--- config.mk ---
export PLATFORM = sky130hd
export DESIGN_NAME = fpu_wb_arb_flat
export DESIGN_NICKNAME = d
export VERILOG_FILES = /design/src/rtl/fpu_wb_arb_if.sv /design/src/rtl/fpu_wb_arb.sv /design/src/flat_wrapper.sv
export SDC_FILE = /design/constraint.sdc
export NUM_CORES = 1
export LEC_CHECK = 0
export BUFFER_PORTS_ARGS = -buffer_cell sky130_fd_sc_hd__buf_2
export CORE_MARGIN = 8
export CORE_UTILIZATION = 36
export DETAILED_ROUTE_END_ITERATION = 12
export HOLD_SLACK_MARGIN = 0.1
export PLACE_DENSITY = 0.8
export SYNTH_ARGS = -nofsm -noshare
export SYNTH_HDL_FRONTEND = slang
export SYNTH_SLANG_ARGS = --single-unit
--- constraint.sdc ---
create_clock -name clk -period 2.5 [get_ports clk]
set_input_delay 0.125 -clock clk [delete_from_list [all_inputs] [get_ports clk]]
set_output_delay 0.125 -clock clk [all_outputs]
set_load 0.005 [all_outputs]
--- src/rtl/fpu_wb_arb_if.sv ---
// Purpose: bundles the three FP result sources, the issue-hold back-channel and the register-file write port.
// Latency: none, wires only.
// Backpressure: Div and Cvt use valid/ready; FMA has no ready and relies on IssueHold.
// Ports: master = execution units and register file side; slave = the arbiter.
interface fpu_wb_arb_if #(
    parameter int FLEN = 64
);
    // FMA result, no backpressure
    logic            FmaV;
    logic [4:0]      FmaRd;
    logic [1:0]      FmaFmt;
    logic [FLEN-1:0] FmaRes;
    // divide/sqrt result, valid/ready
    logic            DivV;
    logic [4:0]      DivRd;
    logic [1:0]      DivFmt;
    logic [FLEN-1:0] DivRes;
    logic            DivRdy;
    // convert/move result, valid/ready
    logic            CvtV;
    logic [4:0]      CvtRd;
    logic [1:0]      CvtFmt;
    logic [FLEN-1:0] CvtRes;
    logic            CvtRdy;
    // issue stall, sticky protocol error, register-file write port
    logic            IssueHold;
    logic            FmaDropErr;
    logic            WbV;
    logic [4:0]      WbRd;
    logic [FLEN-1:0] WbData;

    modport master (
        output FmaV, FmaRd, FmaFmt, FmaRes,
        output DivV, DivRd, DivFmt, DivRes,
        output CvtV, CvtRd, CvtFmt, CvtRes,
        input  DivRdy, CvtRdy, IssueHold, FmaDropErr,
        input  WbV, WbRd, WbData
    );

    modport slave (
        input  FmaV, FmaRd, FmaFmt, FmaRes,
        input  DivV, DivRd, DivFmt, DivRes,
        input  CvtV, CvtRd, CvtFmt, CvtRes,
        output DivRdy, CvtRdy, IssueHold, FmaDropErr,
        output WbV, WbRd, WbData
    );
endinterface

--- src/rtl/fpu_wb_arb.sv ---
// Purpose: FP register-file writeback arbiter (FMA > Div/Cvt round-robin) with an anti-starvation drain sequence.
// Latency: 1 cycle from acceptance to WbV/WbRd/WbData (NaN-boxed by format).
// Backpressure: DivRdy/CvtRdy are combinational; FMA is never stalled here, only via IssueHold.
// Ports: clk, reset_n (async active-low) and bus (fpu_wb_arb_if.slave) carrying all sources and the write port.
module fpu_wb_arb #(
    parameter int FLEN    = 64,
    parameter int FMALAT  = 4,
    parameter int MAXWAIT = 8
) (
    input  logic        clk,
    input  logic        reset_n,
    fpu_wb_arb_if.slave bus
);

    typedef enum logic [1:0] {
        NORMAL = 2'd0,
        DRAIN  = 2'd1,
        SERVE  = 2'd2
    } state_e;

    localparam logic [7:0]      WAIT_MAX   = 8'(MAXWAIT);
    localparam logic [3:0]      DRAIN_INIT = 4'(FMALAT);
    // upper-bit masks for NaN-boxing single and half results
    localparam logic [FLEN-1:0] BOX_S      = {FLEN{1'b1}} << 32;
    localparam logic [FLEN-1:0] BOX_H      = {FLEN{1'b1}} << 16;

    state_e          state_q, state_d;
    logic [7:0]      wait_cnt_q, wait_cnt_d;
    logic [3:0]      drain_cnt_q, drain_cnt_d;
    logic            ptr_q, ptr_d;          // 0: favour Div, 1: favour Cvt
    logic            wb_v_q, wb_v_d;
    logic [4:0]      wb_rd_q, wb_rd_d;
    logic [FLEN-1:0] wb_data_q, wb_data_d;
    logic            issue_hold_q, issue_hold_d;
    logic            drop_err_q, drop_err_d;

    logic            any_dc;
    logic            div_win, cvt_win;
    logic            fma_acc, dc_open;
    logic            div_xfer, cvt_xfer, dc_xfer, accept;
    logic [4:0]      sel_rd;
    logic [1:0]      sel_fmt;
    logic [FLEN-1:0] sel_res, boxed;

    assign any_dc  = bus.DivV | bus.CvtV;
    assign div_win = bus.DivV & (~bus.CvtV | ~ptr_q);
    assign cvt_win = bus.CvtV & (~bus.DivV |  ptr_q);

    // Who may be accepted this cycle. In DRAIN only the FMA pipe empties;
    // Div/Cvt are held back so the starved one gets the dedicated SERVE slot.
    always_comb begin
        fma_acc = 1'b0;
        dc_open = 1'b0;
        case (state_q)
            NORMAL: begin
                fma_acc = bus.FmaV;
                dc_open = ~bus.FmaV;
            end
            DRAIN:   fma_acc = bus.FmaV;
            SERVE:   dc_open = 1'b1;   // FMA result in SERVE is dropped
            default: ;
        endcase
    end

    assign div_xfer = dc_open & div_win;
    assign cvt_xfer = dc_open & cvt_win;
    assign dc_xfer  = div_xfer | cvt_xfer;
    assign accept   = fma_acc | dc_xfer;

    assign bus.DivRdy = div_xfer;
    assign bus.CvtRdy = cvt_xfer;

    always_comb begin
        sel_rd  = bus.FmaRd;
        sel_fmt = bus.FmaFmt;
        sel_res = bus.FmaRes;
        if (div_xfer) begin
            sel_rd  = bus.DivRd;
            sel_fmt = bus.DivFmt;
            sel_res = bus.DivRes;
        end else if (cvt_xfer) begin
            sel_rd  = bus.CvtRd;
            sel_fmt = bus.CvtFmt;
            sel_res = bus.CvtRes;
        end
    end

    always_comb begin
        boxed = sel_res;
        case (sel_fmt)
            2'b00:   boxed = sel_res | BOX_S;
            2'b10:   boxed = sel_res | BOX_H;
            default: boxed = sel_res;
        endcase
    end

    always_comb begin
        // The counter only means something while a Div/Cvt is waiting, so it
        // also clears when none is pending (covers abandoned drain sequences).
        wait_cnt_d = wait_cnt_q;
        if (dc_xfer || !any_dc) begin
            wait_cnt_d = 8'd0;
        end else if (wait_cnt_q < WAIT_MAX) begin
            wait_cnt_d = wait_cnt_q + 8'd1;
        end

        ptr_d = ptr_q;
        if (div_xfer) begin
            ptr_d = 1'b1;
        end else if (cvt_xfer) begin
            ptr_d = 1'b0;
        end

        state_d     = state_q;
        drain_cnt_d = drain_cnt_q;
        case (state_q)
            NORMAL: begin
                // wait_cnt_d is zero on any Div/Cvt transfer, so this only
                // fires for a requester still being starved.
                if (wait_cnt_d == WAIT_MAX) begin
                    state_d     = DRAIN;
                    drain_cnt_d = DRAIN_INIT;
                end
            end
            DRAIN: begin
                if (!any_dc) begin
                    state_d = NORMAL;
                end else begin
                    if (drain_cnt_q != 4'd0) begin
                        drain_cnt_d = drain_cnt_q - 4'd1;
                    end
                    if (drain_cnt_q == 4'd0 && !bus.FmaV) begin
                        state_d = SERVE;
                    end
                end
            end
            SERVE: begin
                if (dc_xfer || !any_dc) begin
                    state_d = NORMAL;
                end
            end
            default: state_d = NORMAL;
        endcase

        issue_hold_d = (state_d != NORMAL);
        drop_err_d   = drop_err_q | ((state_q == SERVE) & bus.FmaV);

        wb_v_d    = accept;
        wb_rd_d   = accept ? sel_rd : wb_rd_q;
        wb_data_d = accept ? boxed  : wb_data_q;
    end

    always_ff @(posedge clk or negedge reset_n) begin
        if (!reset_n) begin
            state_q      <= NORMAL;
            wait_cnt_q   <= 8'd0;
            drain_cnt_q  <= 4'd0;
            ptr_q        <= 1'b0;
            wb_v_q       <= 1'b0;
            wb_rd_q      <= 5'd0;
            wb_data_q    <= '0;
            issue_hold_q <= 1'b0;
            drop_err_q   <= 1'b0;
        end else begin
            state_q      <= state_d;
            wait_cnt_q   <= wait_cnt_d;
            drain_cnt_q  <= drain_cnt_d;
            ptr_q        <= ptr_d;
            wb_v_q       <= wb_v_d;
            wb_rd_q      <= wb_rd_d;
            wb_data_q    <= wb_data_d;
            issue_hold_q <= issue_hold_d;
            drop_err_q   <= drop_err_d;
        end
    end

    assign bus.WbV        = wb_v_q;
    assign bus.WbRd       = wb_rd_q;
    assign bus.WbData     = wb_data_q;
    assign bus.IssueHold  = issue_hold_q;
    assign bus.FmaDropErr = drop_err_q;

endmodule

--- src/flat_wrapper.sv ---
// flat-port wrapper written by rule: the top's interface ports become plain ports
module fpu_wb_arb_flat 
#(
    parameter int FLEN    = 64,
    parameter int FMALAT  = 4,
    parameter int MAXWAIT = 8
)
  (clk, reset_n, bus_FmaV, bus_FmaRd, bus_FmaFmt, bus_FmaRes, bus_DivV, bus_DivRd, bus_DivFmt, bus_DivRes, bus_CvtV, bus_CvtRd, bus_CvtFmt, bus_CvtRes, bus_DivRdy, bus_CvtRdy, bus_IssueHold, bus_FmaDropErr, bus_WbV, bus_WbRd, bus_WbData);
  fpu_wb_arb_if #(.FLEN(FLEN)) bus_i ();
  input  logic clk;
  input  logic reset_n;
  input wire logic [$bits(bus_i.FmaV)-1:0] bus_FmaV;
  input wire logic [$bits(bus_i.FmaRd)-1:0] bus_FmaRd;
  input wire logic [$bits(bus_i.FmaFmt)-1:0] bus_FmaFmt;
  input wire logic [$bits(bus_i.FmaRes)-1:0] bus_FmaRes;
  input wire logic [$bits(bus_i.DivV)-1:0] bus_DivV;
  input wire logic [$bits(bus_i.DivRd)-1:0] bus_DivRd;
  input wire logic [$bits(bus_i.DivFmt)-1:0] bus_DivFmt;
  input wire logic [$bits(bus_i.DivRes)-1:0] bus_DivRes;
  input wire logic [$bits(bus_i.CvtV)-1:0] bus_CvtV;
  input wire logic [$bits(bus_i.CvtRd)-1:0] bus_CvtRd;
  input wire logic [$bits(bus_i.CvtFmt)-1:0] bus_CvtFmt;
  input wire logic [$bits(bus_i.CvtRes)-1:0] bus_CvtRes;
  output wire logic [$bits(bus_i.DivRdy)-1:0] bus_DivRdy;
  output wire logic [$bits(bus_i.CvtRdy)-1:0] bus_CvtRdy;
  output wire logic [$bits(bus_i.IssueHold)-1:0] bus_IssueHold;
  output wire logic [$bits(bus_i.FmaDropErr)-1:0] bus_FmaDropErr;
  output wire logic [$bits(bus_i.WbV)-1:0] bus_WbV;
  output wire logic [$bits(bus_i.WbRd)-1:0] bus_WbRd;
  output wire logic [$bits(bus_i.WbData)-1:0] bus_WbData;
  assign bus_i.FmaV = bus_FmaV;
  assign bus_i.FmaRd = bus_FmaRd;
  assign bus_i.FmaFmt = bus_FmaFmt;
  assign bus_i.FmaRes = bus_FmaRes;
  assign bus_i.DivV = bus_DivV;
  assign bus_i.DivRd = bus_DivRd;
  assign bus_i.DivFmt = bus_DivFmt;
  assign bus_i.DivRes = bus_DivRes;
  assign bus_i.CvtV = bus_CvtV;
  assign bus_i.CvtRd = bus_CvtRd;
  assign bus_i.CvtFmt = bus_CvtFmt;
  assign bus_i.CvtRes = bus_CvtRes;
  assign bus_DivRdy = bus_i.DivRdy;
  assign bus_CvtRdy = bus_i.CvtRdy;
  assign bus_IssueHold = bus_i.IssueHold;
  assign bus_FmaDropErr = bus_i.FmaDropErr;
  assign bus_WbV = bus_i.WbV;
  assign bus_WbRd = bus_i.WbRd;
  assign bus_WbData = bus_i.WbData;
  fpu_wb_arb #(.FLEN(FLEN), .FMALAT(FMALAT), .MAXWAIT(MAXWAIT)) u_core (.clk(clk), .reset_n(reset_n), .bus(bus_i));
endmodule
==> metrics.cfg, run 1 <==
[run_status]
status=finished clean

[logic_synthesis]
yosys_register_bits=87
syn_avg_cell_area_um2=8.362
synth_edf_count=0
synth_ff_type=dfrtp_1
synth_cells=581
postSynth.asyncResetShare_pct=100.0
ys_warn_count=0
syn-num-nets=801
ys_seq_area_share_pct=44.81
syn_area_mm2=0.004858
synth_cell_types=44

[critical_path]
crit_slowest_cell=nor3b_4
cp-start-kind=input port
arrival_ns=2.50
crit_path_cell_trace=dlygate4sd3_1, buf_2, nor2b_4, or3_4, inv_2, o31ai_2, nor3b_4, a221o_1
r2r_start=u_core.state_q[1]$_DFF_PN0_
cp.required_ns=2.77
path_max_fanout=16
rr_endpoint=u_core.bus.WbData[18]$_DFFE_PN0P_
critPathCaptureType=register
path_class=input port to register
rrSetupSlack_ns=0.31
cp_num_buf_inv=3
critical_path.top_delay_family=simple AND/OR/NAND/NOR gates
reg2reg_depth=6
slowest_delay_ns=0.70

[clocking]
numCtsBuffers=9
cts-root-buf=clkbuf_16
cts_tree=built
htree_levels=3
ctsResizeCount=0
path_clk_slew_ns=0.07
post_cts_buffers=0
insertion_delay_ns=0.34
clockBufferDepth=2
holdBufCountCts=15
cts.sinks=87

[pwr]
power_leakage_nw=3.655
switchingPower_mw=1.344
p_int_mw=3.049
ir_drop_v=0.0003546
swShare_pct=30.59
power_frac_seq_pct=40.4
p_comb_share_pct=28.4
clkPwrFrac_pct=31.2
p_per_area_mw_per_mm2=633.1

[route]
wl_um=18030
wl_per_cell_um=17.25
vias=5467
dr.pass1.iters=4
viasPerCell=5.232
drt_iter0_drc=464
drcViolationCount=0
ant_nets=0

[global_route]
antenna_found_initial=0
grt_pass1_vias=5543
grt_max_degree=92
grt_pass1_wl_um=28880
gr-total-overflow=0
grt_usage_pct=20.11

[sta]
rsz0062_at_grt=false
fmax_ghz=0.4476
slew_viol_final=0
post-route-min-period_ns=2.234
tightestPinTransition_ns=0.7575
whs_ns=0.1118
relSlewSlack_pct=49.45
setup_violations=0
fin_tns_setup_ns=0
timing.final.crit_share_pct=89.37
setup_ws_ns=0.2657
finalHoldViolations=0
finClkSkew_ns=0.005151

[placement]
gp_congestion=0.8592
dpl.hpwl_um=13700
portBuffers=291
post-place-ws_ns=0.3131
place_inst=1014

[floorplan]
dieArea_mm2=0.01747
chipHeight_um=132.2
start_util_pct=36.83
coreArea_mm2=0.01319
num_rows=42
die-width_um=132.2
boundaryPins=292

[hold_path]
min_to=u_core.bus.WbData[48]$_DFFE_PN0P_
hold_start=bus_DivRes[48]
min_path_cells=3
hp-class=input port to register

[finish]
post-route-util_pct=52.60
area_delta_synth_final_pct=42.80
fin_cells=1045
seqCellArea_mm2=0.002177
nFillCells=1271
fin_nets=1084
num_antenna_cells=0
drive_gt1_share_pct=38.32
multi_input_area_mm2=0.002457

[flow_run]
drv_cap=0

-- worst register-to-register path: stages, from the launching register on --
cell and delay [ns]:
dfrtp_1 0.43, nor2b_4 0.23, or3_4 0.19, inv_2 0.06, o31ai_2 0.29, nor3b_4 0.70
a221o_1 0.22
-- sequential cells by signal (all words and copies together), names as in the netlist --
signal,count
u_core.bus.WbData,64
u_core.bus.WbV,1
u_core.state_q,2
u_core.bus.FmaDropErr,1
u_core.bus.IssueHold,1
u_core.wait_cnt_q,8
u_core.bus.WbRd,5
u_core.ptr_q,1
u_core.drain_cnt_q,4
-- placed cells by master, fill, tap and decap left out, types with 3 or more instances in the layout --
cell | synthesis | layout
o21ai_0 | 56 | 56
dlygate4sd3_1 | 0 | 15
dfrtp_1 | 87 | 87
buf_4 | 1 | 14
a21o_1 | 53 | 53
a221o_1 | 16 | 16
nor3_1 | 4 | 4
inv_1 | 6 | 6
nand2_1 | 117 | 117
clkbuf_16 | 0 | 9
xnor2_1 | 3 | 3
a21oi_1 | 51 | 51
buf_2 | 12 | 290
o211ai_1 | 32 | 32
a31oi_1 | 21 | 21
nor2_1 | 47 | 46
and2_1 | 5 | 5
nand2b_1 | 3 | 3
-- Yosys cell counts (2+ instances only) --
master	count	area (um2)
a21o_1	53	397.9
o22ai_1	2	12.51
a31oi_1	21	131.4
nor3_1	4	20.02
and2_1	5	31.28
nor2_1	47	176.4
buf_2	12	60.06
or4_1	2	15.01
nand2b_1	3	18.77
nor2b_1	2	12.51
inv_1	6	22.52
o21ai_1	2	10.01
buf_1	2	7.510
nand2_1	117	439.2
clkbuf_1	33	123.9
o211ai_1	32	240.2
dfrtp_1	87	2177
xnor2_1	3	26.28
ha_1	2	25.02
a221o_1	16	160.2
o21ai_0	56	280.3
inv_2	2	7.510
a21oi_1	51	255.2
-- per-stage QoR --
step | total power [mW] | area, um2
after CTS | 4.441 | 6938
after floorplan | 2.422 | 4858
after detailed placement | 3.038 | 6481
after global routing | 4.658 | 6938
after global placement | 3.002 | 6481
final | 4.393 | 6938
-- worst max path at each step --
stage	from	depth (start not counted)	end
2_1_floorplan	u_core.state_q[0]$_DFF_PN0_	7	u_core.bus.WbData[17]$_DFFE_PN0P_
3_3_place_gp	u_core.state_q[1]$_DFF_PN0_	6	u_core.bus.WbData[21]$_DFFE_PN0P_
3_5_place_dp	u_core.state_q[1]$_DFF_PN0_	6	u_core.bus.WbData[18]$_DFFE_PN0P_
4_1_cts	bus_FmaV	8	u_core.bus.WbData[18]$_DFFE_PN0P_
5_1_grt	bus_FmaV	8	u_core.bus.WbData[18]$_DFFE_PN0P_
6_report	bus_FmaV	8	u_core.bus.WbData[18]$_DFFE_PN0P_
-- cells by family after synthesis --
group	share of synthesized area (%)
AO/OA/AOI/OAI	32.14
XOR/XNOR	0.5409
adder cells (fa/ha/maj)	0.5150
buffers and inverters	4.945
flip-flops	44.81
multiplexers	0.2060
AND/OR/NAND/NOR	16.84
-- power groups by stage --
stage / Sequential, mW / Combinational, mW / Clock (mW)
3_5_place_dp: 1.80 / 1.24 / 0
5_1_grt: 1.80 / 1.39 / 1.47
6_report: 1.78 / 1.25 / 1.37
2_1_floorplan: 1.81 / 0.612 / 0
4_1_cts: 1.77 / 1.26 / 1.41
3_3_place_gp: 1.79 / 1.21 / 0
-- metal layers --
| layer | up-vias | global-route usage [%] | part of all wire, % |
|---|---|---|---|
| met3 | 31 | 6.517 | 7.4 |
| met4 | 0 | 5.741 | 2.1 |
| met5 | - | 0 | 0 |
| met1 | 2571 | 23.68 | 41 |
| met2 | 239 | 34.28 | 49 |
| li1 | 2626 | - | - |
-- area by class of cell --
| class | count | area share [%] |
|---|---|---|
| timing repair buffer | 321 | 25.18 |
| tap | 176 | 3.174 |
| clock inverter | 6 | 0.9739 |
| inverter | 8 | 0.4328 |
| sequential | 87 | 31.38 |
| clock buffer | 10 | 3.445 |
| multi-input combinational | 437 | 35.42 |
(Power assumes the default switching activity.)
==> run 2, diff against run 1 <==
Settings changed: PLACE_DENSITY 0.8 to 0.75.
Clock period 2.5 ns to 2 ns, I/O delays scaled along.
==> metrics.cfg, run 2 (same netlist as run 1, synthesis figures left out) <==
[route]
vias=5781
wl_um=20020
drcViolationCount=0
drt_iter0_drc=424
ant_nets=0
wl_per_cell_um=18.09
dr.pass1.iters=6
viasPerCell=5.222

[finish]
post-route-util_pct=57.44
final_cell_mix=buf_2 (290), nand2_1 (117), dfrtp_1 (87), dlygate4sd3_1 (68), o21ai_0 (56)
final_common_cell=buf_2
nFillCells=1150
fin_cells=1107
largest_register_ff_count=64
fin_nets=1146
drive_gt1_share_pct=36.67
area_delta_synth_final_pct=55.94

[sta]
rsz0062_at_grt=false
finalHoldViolations=0
slew_viol_final=0
finClkSkew_ns=0.003674
tightestPinTransition_ns=0.4569
setup_violations=0
post-route-min-period_ns=1.907
fmax_ghz=0.5243
fin_tns_setup_ns=0
whs_ns=0.1125
relSlewSlack_pct=69.54
timing.final.crit_share_pct=95.36

[clocking]
path_clk_slew_ns=0.06
cts-root-buf=clkbuf_16
insertion_delay_ns=0.34
htree_levels=3
cts_tree=built
clockBufferDepth=2
numCtsBuffers=9
cts.sinks=87

[critical_path]
cp.required_ns=2.21
rrSetupSlack_ns=0.09
arrival_ns=2.12
path_class=register to register
cp-start-kind=register
critPathCaptureType=register
slowest_delay_ns=0.41
path_max_fanout=16
crit_path_cell_trace=a21bo_1, or3_4, inv_4, o31ai_2, nor3b_4, buf_12, a221o_1
crit_slowest_cell=or3_4

[floorplan]
dieArea_mm2=0.01747
die-width_um=132.2
chipHeight_um=132.2
num_rows=42
boundaryPins=292
start_util_pct=36.83
coreArea_mm2=0.01319

[pwr]
p_per_area_mw_per_mm2=732.5
ir_drop_v=0.0004798
power_leakage_nw=3.921

[flow_run]
drv_cap=0

[run_status]
status=finished clean

[placement]
place_inst=1022
dpl.hpwl_um=13900
portBuffers=291
gp_congestion=0.9272

[global_route]
gr-total-overflow=0
grt_pass1_vias=6054
antenna_found_initial=1
grt_pass1_wl_um=31860
grt_max_degree=86
grt_usage_pct=22.36

[hold_path]
hp-class=input port to register

[run 2: cell count changes in the layout (fill, tap and decap cells not counted), moves of 2 or more]
| cell | change |
|---|---|
| buf_12 | +4 |
| buf_4 | +5 |
| clkbuf_8 | +2 |
| dlygate4sd3_1 | +53 |
| inv_6 | -2 |
[run 2: repair_timing]
item                                    4_1_cts  5_1_grt
hold endpoints to repair                     76        0
endpoints found under the setup margin       17       17
hold buffers                                 68        0
gates resized for setup                       2        3
setup buffers                                 1        0
cloned                                        0        0
[run 2: final timing paths]
kind	start	to	cells past startpoint
worst max register to register	u_core.ptr_q$_DFFE_PN0P_	u_core.bus.WbData[27]$_DFFE_PN0P_	7
max in group asynchronous	reset_n	u_core.bus.WbData[35]$_DFFE_PN0P_	3
min in group asynchronous	reset_n	u_core.bus.WbRd[0]$_DFFE_PN0P_	2
worst max-delay path	u_core.ptr_q$_DFFE_PN0P_	u_core.bus.WbData[27]$_DFFE_PN0P_	7
worst min-delay path	bus_DivRes[57]	u_core.bus.WbData[57]$_DFFE_PN0P_	3
worst min register to register	u_core.bus.FmaDropErr$_DFF_PN0_	u_core.bus.FmaDropErr$_DFF_PN0_	1
[run 2: critical path, delay by kind of cell, from the launching register on]
family | cells | cell delay, ns
AND/OR/NAND/NOR | 2 | 0.57
AO/OA/AOI/OAI | 3 | 0.54
flip-flops | 1 | 0.38
buffers and inverters | 2 | 0.28
[run 2: per-layer routing]
metal / GRT usage (%) / up-vias / share of wire (%)
met5: 0 / - / 0
met4: 9.716 / 0 / 3.5
met3: 8.613 / 56 / 8.7
met2: 38.05 / 294 / 49
met1: 24.32 / 2676 / 39
li1: - / 2755 / -
[run 2: metrics by stage]
step | instance area, um2 | total power [mW] | setup slack, ns
2_1_floorplan | 4858 | 3.027 | 0.2363
3_3_place_gp | 6566 | 3.785 | -0.06351
3_5_place_dp | 6566 | 3.821 | -0.1175
4_1_cts | 7560 | 5.592 | 0.03194
5_1_grt | 7576 | 5.892 | 0.01778
6_report | 7576 | 5.550 | 0.09281
[run 2: power breakdown]
part           internal, mW  switching (mW)  total, mW
Combinational         0.852           0.857       1.71
Clock                 0.938           0.677       1.61
Sequential             2.06           0.170       2.23
[run 2: area by class of cell]
cell class | instances | area, um2 | area share (%)
clock inverter | 2 | 15.01 | 0.1982
sequential | 87 | 2177 | 28.74
inverter | 8 | 32.53 | 0.4294
tap | 176 | 220.2 | 2.907
antenna | 1 | 2.502 | 0.03303
clock buffer | 13 | 270.3 | 3.567
multi-input combinational | 437 | 2464 | 32.52
timing repair buffer | 383 | 2395 | 31.61
==> run 3, diff against run 2 <==
Settings changed: CELL_PAD_IN_SITES_DETAIL_PLACEMENT set to 1, CELL_PAD_IN_SITES_GLOBAL_PLACEMENT set to 1, CORE_ASPECT_RATIO set to 0.6, CORE_UTILIZATION 36 to 27, PLACE_DENSITY 0.75 to 0.8.
==> metrics.cfg, run 3 (same netlist as run 1, synthesis figures left out) <==
[finish]
num_antenna_cells=0
drive_gt1_share_pct=38.04
final_common_cell=buf_2
fin_nets=1115
area_delta_synth_final_pct=51.58
final_cell_mix=buf_2 (290), nand2_1 (116), dfrtp_1 (87), o21ai_0 (56), a21o_1 (53)
fin_area_mm2=0.007365
largest_register_ff_count=64
fin_cells=1139

[sta]
timing.final.crit_share_pct=98.27
fin_tns_setup_ns=0
whs_ns=0.1090
rsz0062_at_grt=true
fmax_ghz=0.5088
relSlewSlack_pct=65.79
post-route-min-period_ns=1.965
tightestPinTransition_ns=0.5131
finClkSkew_ns=0.007347
setup_violations=0
finalHoldViolations=0
slew_viol_final=0

[clocking]
cts-root-buf=clkbuf_16
clockBufferDepth=2
path_clk_slew_ns=0.06
insertion_delay_ns=0.33
numCtsBuffers=9
cts.sinks=87
cts_tree=built
htree_levels=3

[global_route]
grt_max_degree=46
grt_pass1_vias=6028
grt_pass1_wl_um=34560
antenna_found_initial=4
gr-total-overflow=0
grt_usage_pct=18.93

[route]
wl_um=22810
viasPerCell=5.002
drt_iter0_drc=260
ant_nets=0
wl_per_cell_um=20.03
dr.pass1.iters=5
vias=5697
drcViolationCount=0

[flow_run]
drv_cap=0

[placement]
gp_congestion=0.7837
place_inst=1084
dpl.hpwl_um=16770
placed_area_mm2=0.006631
portBuffers=291

[critical_path]
path_max_fanout=16
r2r_start=u_core.ptr_q$_DFFE_PN0P_
rr_endpoint=u_core.bus.WbData[20]$_DFFE_PN0P_
crit_path_cell_trace=dlygate4sd3_1, buf_2, nor2b_4, or3_4, inv_2, o31ai_2, nor3b_4, buf_12, a221o_1
arrival_ns=2.18
critPathCaptureType=register
critical_path.top_delay_family=buffers and inverters
path_class=input port to register
slowest_delay_ns=0.54
crit_slowest_cell=dlygate4sd3_1
cp_num_buf_inv=4
cp.required_ns=2.21
cp-start-kind=input port
rrSetupSlack_ns=0.11
reg2reg_depth=7

[floorplan]
boundaryPins=292
num_rows=38
chipHeight_um=119.9
start_util_pct=27.25
die-width_um=189.2
dieArea_mm2=0.02268
coreArea_mm2=0.01783

[hold_path]
min_path_cells=3
min_to=u_core.bus.WbData[63]$_DFFE_PN0P_
hold_start=bus_DivRes[63]
hp-class=input port to register

[pwr]
p_per_area_mw_per_mm2=753.2
power_leakage_nw=3.805
ir_drop_v=0.0003273
p_total_mw=5.547

[run_status]
status=finished clean

[run 3: what timing repair did]
action                                  CTS  global route
resized for setup                         0             4
hold buffers                             34             1
setup buffers                             1             1
endpoints found under the setup margin   16            32
hold endpoints to repair                115             1
cloned                                    0             3
pin swaps                                 0             1
[run 3: worst register-to-register path: stages, from the launching register on]
cell     delay [ns]
dfrtp_1        0.39
a21bo_1        0.18
or3_4          0.36
inv_2          0.13
o31ai_2        0.10
nor3b_4        0.17
buf_12         0.16
a221o_1        0.28
[run 3: metal layers]
metal	up-vias	share of wire, %	wire length [um]	track usage [%]
met1	2736	45	10150	23.81
met5	-	0.15	34	0
met4	8	1.2	278	3.794
li1	2695	-	-	-
met2	231	45	10210	30.48
met3	27	9.4	2133	7.561
[run 3: worst max path at each step]
stage | start | end | cells after the start
3_3_place_gp | u_core.state_q[0]$_DFF_PN0_ | u_core.bus.WbData[27]$_DFFE_PN0P_ | 4
5_1_grt | bus_FmaV | u_core.bus.WbData[35]$_DFFE_PN0P_ | 9
2_1_floorplan | u_core.state_q[0]$_DFF_PN0_ | u_core.bus.WbData[17]$_DFFE_PN0P_ | 7
4_1_cts | bus_FmaV | bus_DivRdy | 7
6_report | bus_FmaV | u_core.bus.WbData[20]$_DFFE_PN0P_ | 9
3_5_place_dp | u_core.state_q[1]$_DFF_PN0_ | u_core.bus.WbData[20]$_DFFE_PN0P_ | 6
[run 3: where the power goes]
| part | internal [mW] | switching (mW) |
|---|---|---|
| logic | 0.848 | 0.917 |
| registers | 2.06 | 0.172 |
| clock network | 0.869 | 0.686 |
| total | 3.77 | 1.77 |
[run 3: per-stage QoR]
stage / setup WS [ns] / util, %
3_3_place_gp: -0.01459 / 37.19
3_5_place_dp: -0.1231 / 37.19
4_1_cts: 0.0004341 / 40.71
6_report: 0.03461 / 41.31
2_1_floorplan: 0.2363 / -
5_1_grt: -0.009584 / 41.31
[run 3: area by class of cell]
| class | count | area, um2 |
|---|---|---|
| flip-flops and latches | 87 | 2177 |
| clock inverters | 3 | 20.02 |
| fillers | 2218 | 10470 |
| well taps | 240 | 300.3 |
| multi-input cells | 437 | 2465 |
| clock buffers | 12 | 246.5 |
| repair buffers | 352 | 2123 |
| inverters | 8 | 32.53 |
